==> config.mk <==
export PLATFORM = sky130hd
export DESIGN_NAME = regfile_write_arbiter
export DESIGN_NICKNAME = d
export VERILOG_FILES = /design/src/rtl/regfile_write_arbiter.sv
export SDC_FILE = /design/constraint.sdc
export NUM_CORES = 1
export LEC_CHECK = 0
export ABC_AREA = 1
export CORE_MARGIN = 10
export CORE_UTILIZATION = 35
export CTS_CLUSTER_SIZE = 12
export DETAILED_ROUTE_END_ITERATION = 8
export GPL_TIMING_DRIVEN = 0
export MAX_ROUTING_LAYER = met4
export PLACE_DENSITY = 0.8
export SLEW_MARGIN = 20
export SYNTH_ARGS = -nofsm -noshare
export SYNTH_HDL_FRONTEND = slang
export SYNTH_SLANG_ARGS = --single-unit
==> constraint.sdc <==
create_clock -name clk -period 1.5 [get_ports clk]
set_input_delay 0.3 -clock clk [delete_from_list [all_inputs] [get_ports clk]]
set_output_delay 0.3 -clock clk [all_outputs]
set_load 0.005 [all_outputs]
==> src/rtl/regfile_write_arbiter.sv <==
// Single-write-port arbiter for registerFile: WB has fixed priority over the LT valid/ready producer.
// Define REGARB_STARVE_EN to add the LT wait counter, the one-cycle STALL state and the wb_lost flag.
module regfile_write_arbiter #(
    parameter int unsigned MAX_WAIT = 4
) (
    input  logic        clk,
    input  logic        rst,
    input  logic        wb_valid,
    input  logic [4:0]  wb_reg,
    input  logic [31:0] wb_data,
    input  logic        wb_float,
    input  logic        lt_valid,
    output logic        lt_ready,
    input  logic [4:0]  lt_reg,
    input  logic [31:0] lt_data,
    input  logic        lt_float,
    output logic        stall_req,
    output logic [4:0]  writeReg,
    output logic [31:0] writeData,
    output logic        regWrite,
    output logic        float,
    output logic        wb_lost
);

    logic        in_stall;
    logic        wb_grant;
    logic        lt_grant;
    logic [4:0]  wreg_q, wreg_d;
    logic [31:0] wdata_q, wdata_d;
    logic        wflt_q, wflt_d;
    logic        wen_q, wen_d;

    // While stalled the pipeline is expected to be quiet, so LT owns the port.
    assign lt_ready = in_stall | ~wb_valid;
    assign wb_grant = wb_valid & ~in_stall;
    assign lt_grant = lt_valid & lt_ready;

    always_comb begin
        wreg_d  = wreg_q;
        wdata_d = wdata_q;
        wflt_d  = wflt_q;
        wen_d   = 1'b0;
        if (wb_grant) begin
            wreg_d  = wb_reg;
            wdata_d = wb_data;
            wflt_d  = wb_float;
            wen_d   = (wb_reg != 5'd0);
        end else if (lt_grant) begin
            wreg_d  = lt_reg;
            wdata_d = lt_data;
            wflt_d  = lt_float;
            wen_d   = (lt_reg != 5'd0);
        end
    end

    always_ff @(posedge clk or posedge rst) begin
        if (rst) begin
            wreg_q  <= 5'd0;
            wdata_q <= 32'd0;
            wflt_q  <= 1'b0;
            wen_q   <= 1'b0;
        end else begin
            wreg_q  <= wreg_d;
            wdata_q <= wdata_d;
            wflt_q  <= wflt_d;
            wen_q   <= wen_d;
        end
    end

    assign writeReg  = wreg_q;
    assign writeData = wdata_q;
    assign float     = wflt_q;
    assign regWrite  = wen_q;

`ifdef REGARB_STARVE_EN
    localparam logic [3:0] WAIT_LAST = 4'(MAX_WAIT - 1);

    typedef enum logic {
        NORMAL = 1'b0,
        STALL  = 1'b1
    } state_t;

    state_t     state_q, state_d;
    logic [3:0] wait_cnt_q, wait_cnt_d;
    logic       wb_lost_q, wb_lost_d;

    always_comb begin
        state_d    = state_q;
        wait_cnt_d = wait_cnt_q;
        wb_lost_d  = wb_lost_q;
        case (state_q)
            NORMAL: begin
                if (lt_valid && !lt_ready) begin
                    if (wait_cnt_q == WAIT_LAST) begin
                        state_d    = STALL;
                        wait_cnt_d = 4'd0;
                    end else begin
                        wait_cnt_d = wait_cnt_q + 4'd1;
                    end
                end else begin
                    wait_cnt_d = 4'd0;
                end
            end
            STALL: begin
                // Either LT is accepted now or it withdrew; both end the stall.
                state_d    = NORMAL;
                wait_cnt_d = 4'd0;
                if (wb_valid) begin
                    wb_lost_d = 1'b1;
                end
            end
            default: begin
                state_d    = NORMAL;
                wait_cnt_d = 4'd0;
            end
        endcase
    end

    always_ff @(posedge clk or posedge rst) begin
        if (rst) begin
            state_q    <= NORMAL;
            wait_cnt_q <= 4'd0;
            wb_lost_q  <= 1'b0;
        end else begin
            state_q    <= state_d;
            wait_cnt_q <= wait_cnt_d;
            wb_lost_q  <= wb_lost_d;
        end
    end

    assign in_stall  = (state_q == STALL);
    assign stall_req = in_stall;
    assign wb_lost   = wb_lost_q;
`else
    logic unused_max_wait;
    assign unused_max_wait = ^MAX_WAIT;

    assign in_stall  = 1'b0;
    assign stall_req = 1'b0;
    assign wb_lost   = 1'b0;
`endif

endmodule
==> results of run 1 <==
[kinds of logic after synthesis]
family,count (synthesis)
AO/OA/AOI/OAI,1
buffers and inverters,18
flip-flops,39
other,1
AND/OR/NAND/NOR,161
[repair_timing]
item                                   4_1_cts  5_1_grt
pin swaps                                    0        0
endpoints found under the hold margin        0        0
setup buffers                                0        2
resized for setup                            4        7
setup endpoints to repair                    1        8
[cell usage in the layout, fill, tap and decap left out, drive strengths merged]
cell           count
nand2            116
clkdlybuf4s50    110
dfrtp             39
nand3             38
buf               15
clkbuf            10
dlymetal6s2s       7
nor2               6
inv                4
conb               2
dlygate4sd2        2
nand3b             1
o211ai             1
[power groups by stage]
stage,Combinational [mW],Clock [mW],Sequential (mW)
finish,0.659,0.780,1.20
global route,0.720,0.848,1.21
CTS,0.671,0.808,1.20
detailed placement,0.668,0,1.22
global placement,0.650,0,1.21
floorplan,0.172,0,1.23
[worst max path at each step]
| stage | slack (ns) | endpoint | startpoint |
|---|---|---|---|
| 2_1_floorplan | 0.31 | float | rst |
| 3_3_place_gp | -0.59 | writeData[26] | rst |
| 3_5_place_dp | -0.45 | lt_ready | wb_valid |
| 4_1_cts | 0.009 | writeReg[0] | writeReg[0] |
| 5_1_grt | 0.0004 | writeData[13] | writeData[13] |
| 6_report | 0.03 | writeData[31] | writeData[31] |
[metrics by stage]
step	hold WS (ns)	cell area (sq um)
6_report	0.3205	3183
5_1_grt	0.3567	3183
4_1_cts	0.3327	3151
3_5_place_dp	0.4832	3047
3_3_place_gp	0.4765	3019
2_1_floorplan	0.4199	1744
[flip-flops by register name, summed over array words and instances, names as in the netlist]
signal,count
writeReg,5
writeData,32
regWrite,1
float,1
[cell type report]
| type | instances | area, sq um | share of cell area, % |
|---|---|---|---|
| timing repair buffer | 122 | 1249 | 39.23 |
| inverter | 4 | 15.01 | 0.4717 |
| sequential | 39 | 975.9 | 30.66 |
| buffer | 14 | 88.84 | 2.791 |
| multi-input combinational | 164 | 670.6 | 21.07 |
| tap | 67 | 83.83 | 2.634 |
| clock buffer | 8 | 100.1 | 3.145 |
[routing by layer]
metal	part of all wire (%)	vias up	GRT usage [%]	routed length, microns
li1	-	946	-	-
met1	42	858	17.39	2651
met2	51	71	25.96	3221
met3	5.8	8	4.073	364
met4	1.0	0	3.979	64
met5	0	-	-	0
==> flow_summary.toml, run 1 <==
[setup_path]
rr_startpoint = "writeData[31]"
reg2reg_to = "writeData[31]"
critical_path_class = "reg2out"
cp_cell_sequence = "clkdlybuf4s50_1"
slowest_stage = "clkdlybuf4s50_1"
critPathRequiredTime_ns = 1.20
critical_path.startpoint_type = "flop"
path_delay_family = "buffers and inverters"
crit_arrival_ns = 1.17
max_stage_delay_ns = 0.52
critPathMaxFanout = 2
worst-path-stages = 1
rr_worst_depth = 3
critical_path_buf_inv_count = 1
worstSetupEndpointType = "output pin"
ff2ff_setup_slack_ns = 0.71

[sta]
fin_skew_ns = 0
rsz0062_at_grt = "no"
max_freq_ghz = 0.6815
post-route-period-util_pct = 97.83
final_hold_viol_count = 0
slew_violations = 0
fin_ws_ns = 0.03260
setup_tns_ns = 0
setup_violations = 0
fin_crit_ns = 1.467

[layout]
drive_gt1_share_pct = 6.553
nets = 430
post-route-util_pct = 66.51
fin_cells = 418
fillerInstances = 440
antennaDiodeCount = 0
syn2layout_area_growth_pct = 82.89

[logic_synthesis]
yosys_warnings = 0
synth-compound-area-share_pct = 0.4313
yosys.area_share.simple_pct = 37.67
synthMuxAreaShare_pct = 0
yosysSeqAreaShare_pct = 56.07
synth_cells = 220
synthArstFlopShare_pct = 100.0
synth_top_area_cell = "dfrtp_1"
ys.flop_type = "dfrtp_1"
synth_fa_ha_area_share_pct = 0
synth_area_sq_mm = 0.001740
yosysTopAreaCellShare_pct = 56.07
ys_ff_latch = 39
synthTopCellsByArea = "dfrtp_1 (56%), nand2_1 (25%), nand3_1 (11%)"
ys_top_cells_by_count = "nand2_1 (116), dfrtp_1 (39), nand3_1 (38)"
synth.avg_cell_area_sq_um = 7.911
synth-edff-count = 0
synth_top_family_by_area = "simple AND/OR/NAND/NOR gates"
synth_cell_types = 11
synthXorXnorAreaFrac_pct = 0
synth.most_common_cell = "nand2_1"

[power]
p_sw_share_pct = 24.36
comb_power_share_pct = 25.0
peakVddDrop_mv = 0.4571
leakagePower_nw = 1.518
sequentialPowerShare_pct = 45.4
clock_power_share_pct = 29.6
power.density_mw_per_mm2 = 828.8
total_power_mw = 2.638
power.switching_mw = 0.6426
internal_power_mw = 1.995

[clock_network]
cts_buffer_depth = 2
htreeDepth = 2
numCtsBuffers = 5
cts_hold_buffers = 0
cts.clk_slew.worst_paths_ns = 0.08
cts_tree = "built"
cts_sinks = 39
cts_root_buf = "clkbuf_8"
clk_latency_ns = 0.28

[hold_path]
hold_class = "in2async"

[place]
place.gp.congestion = 0.7337
dp_cells = 408
place_ws_ns = -0.4452
hpwl_microns = 4965
port_buffers = 119

[global_routing]
grt_usage_pct = 15.29
grt_max_degree = 23
grt_pass1_wl_microns = 9887
antenna_found_initial = 0
grt_pass1_vias = 1892
gr-total-overflow = 0

[route]
ant_nets = 0
drc_errors = 0
drt-pass1-iter-count = 4
drt_iter0_markers = 73
avgRoutedWirePerCell_microns = 15.08
routed_wl_microns = 6302
avgViaCountPerCell = 4.505
vias = 1883

[die]
rows = 25
core_area_sq_mm = 0.004786
die_h_microns = 90.52
die_w_microns = 90.52
start_util_pct = 36.37
io_pins = 122
dieArea_sq_mm = 0.008193

[run]
cap_violations = 0

[outcome]
status = "complete, no violations"
No activity file was read; power rests on OpenSTA's default activity.
==> run 2, diff against run 1 <==
- CORE_MARGIN: 10 -> not set
==> flow_summary.toml, run 2 (same netlist as run 1, synthesis figures left out) <==
[global_routing]
antenna_found_initial = 0
grtUsageMet2_pct = 39.36
grt_usage_pct = 21.94
grt_max_degree = 24
grtUsageMet3_pct = 4.583
grt_pass1_wl_microns = 8438
gr-total-overflow = 0
grt_pass1_vias = 1872
grt.busiest_layer = "met2"
grt_util_met1_pct = 24.42

[sta]
slew_violations = 0
post-route-period-util_pct = 97.58
fin_crit_ns = 1.464
setup_violations = 0
max_freq_ghz = 0.6832
fin_skew_ns = 0
final_hold_viol_count = 0
setup_tns_ns = 0

[route]
avgRoutedWirePerCell_microns = 12.66
ant_nets = 0
routed_wl_microns = 5306
drc_errors = 0
avgViaCountPerCell = 4.539
drt_iter0_markers = 49
drt-pass1-iter-count = 5
vias = 1902

[setup_path]
critical_path_class = "reg2out"
critical_path_buf_inv_count = 1
path_delay_family = "buffers and inverters"
slowest_stage = "clkdlybuf4s50_1"
critPathMaxFanout = 2
cp_cell_sequence = "clkdlybuf4s50_1"
worstSetupEndpointType = "output pin"
crit_arrival_ns = 1.16
ff2ff_setup_slack_ns = 0.74
critical_path.startpoint_type = "flop"
critPathRequiredTime_ns = 1.20
max_stage_delay_ns = 0.52

[clock_network]
clk_latency_ns = 0.28
cts.clk_slew.worst_paths_ns = 0.08
cts_buffer_depth = 2
htreeDepth = 2
cts_tree = "built"
cts_sinks = 39
numCtsBuffers = 5
cts_root_buf = "clkbuf_8"

[layout]
syn2layout_area_growth_pct = 83.03
layout_common_cells = "nand2_1 (116), clkdlybuf4s50_1 (113), dfrtp_1 (39), nand3_1 (38), buf_4 (9)"
drive_gt1_share_pct = 7.102
largest_reg_flops = 32
nets = 431
antennaDiodeCount = 0
final_common_cell = "nand2_1"
fillerInstances = 431

[power]
leakagePower_nw = 1.490
comb_power_share_pct = 24.9
peakVddDrop_mv = 0.5178
clock_power_share_pct = 29.6
total_power_mw = 2.636
internal_power_mw = 1.999
p_sw_share_pct = 24.15
power.switching_mw = 0.6366
power.density_mw_per_mm2 = 827.5
sequentialPowerShare_pct = 45.4

[run]
cap_violations = 0

[die]
core_area_sq_mm = 0.004755
die_w_microns = 72.52
start_util_pct = 36.61
die_h_microns = 72.52
rows = 25
io_pins = 122
dieArea_sq_mm = 0.005258

[place]
port_buffers = 119
place.gp.congestion = 0.7278
hpwl_microns = 4037

[hold_path]
hold_class = "in2async"

[outcome]
status = "complete, no violations"
==> run 2: area by class of cell <==
class / instances / area, sq um / share of cell area [%]
multi-input cells: 164 / 670.6 / 21.05
inverters: 4 / 15.01 / 0.4713
repair buffers: 123 / 1251 / 39.28
clock buffers: 8 / 100.1 / 3.142
plain buffers: 14 / 88.84 / 2.789
well taps: 67 / 83.83 / 2.632
flip-flops and latches: 39 / 975.9 / 30.64
==> run 2: final timing paths <==
kind                       depth (start not counted)     startpoint             to
min reg2reg                                        2    writeReg[0]    writeReg[0]
max                                                1    writeReg[2]    writeReg[2]
min in group clk                                   2    writeReg[0]    writeReg[0]
max in group asynchronous                          3            rst  writeData[30]
max reg2reg                                        3  writeData[15]  writeData[15]
min                                                2            rst  writeData[11]
==> run 2: timing repair <==
action | CTS | global route
resized for setup | 6 | 4
endpoints found under the setup margin | 1 | 6
setup buffers | 1 | 2
hold buffers | 0 | 0
==> run 2: power by group through the flow <==
stage	registers (mW)	clock network [mW]	logic, mW
2_1_floorplan	1.23	0	0.172
3_3_place_gp	1.21	0	0.636
3_5_place_dp	1.22	0	0.659
4_1_cts	1.20	0.808	0.664
5_1_grt	1.21	0.846	0.722
6_report	1.20	0.780	0.658
==> run 2: stage by stage <==
| stage | instances | utilization (%) | instance area, sq um | hold slack (ns) | worst slack [ns] |
|---|---|---|---|---|---|
| 3_3_place_gp | 407 | 63.50 | 3019 | 0.4762 | -0.5694 |
| 6_report | 419 | 67.00 | 3186 | 0.3266 | 0.03624 |
| 4_1_cts | 417 | 66.47 | 3161 | 0.3322 | 0.01760 |
| 2_1_floorplan | 221 | - | 1744 | 0.4199 | 0.3107 |
| 3_5_place_dp | 408 | 64.08 | 3047 | 0.4850 | -0.4109 |
| 5_1_grt | 419 | 67.00 | 3186 | 0.3818 | -0.003265 |
==> run 2: worst reg2reg max path, stage by stage, from the launching register on <==
cell,delay (ns)
dfrtp_1,0.39
buf_4,0.13
nand2_1,0.05
nand3_1,0.07
==> run 2: layer usage <==
layer | vias up | routed length, microns
li1 | 950 | -
met1 | 879 | 2199
met2 | 66 | 2766
met3 | 7 | 278
met4 | 0 | 62
met5 | - | 0
==> run 3, diff against run 2 <==
- CAP_MARGIN: not set -> 20
==> results of run 3 <==
No change in the layout: final DEF, timing and power equal those of run 2.
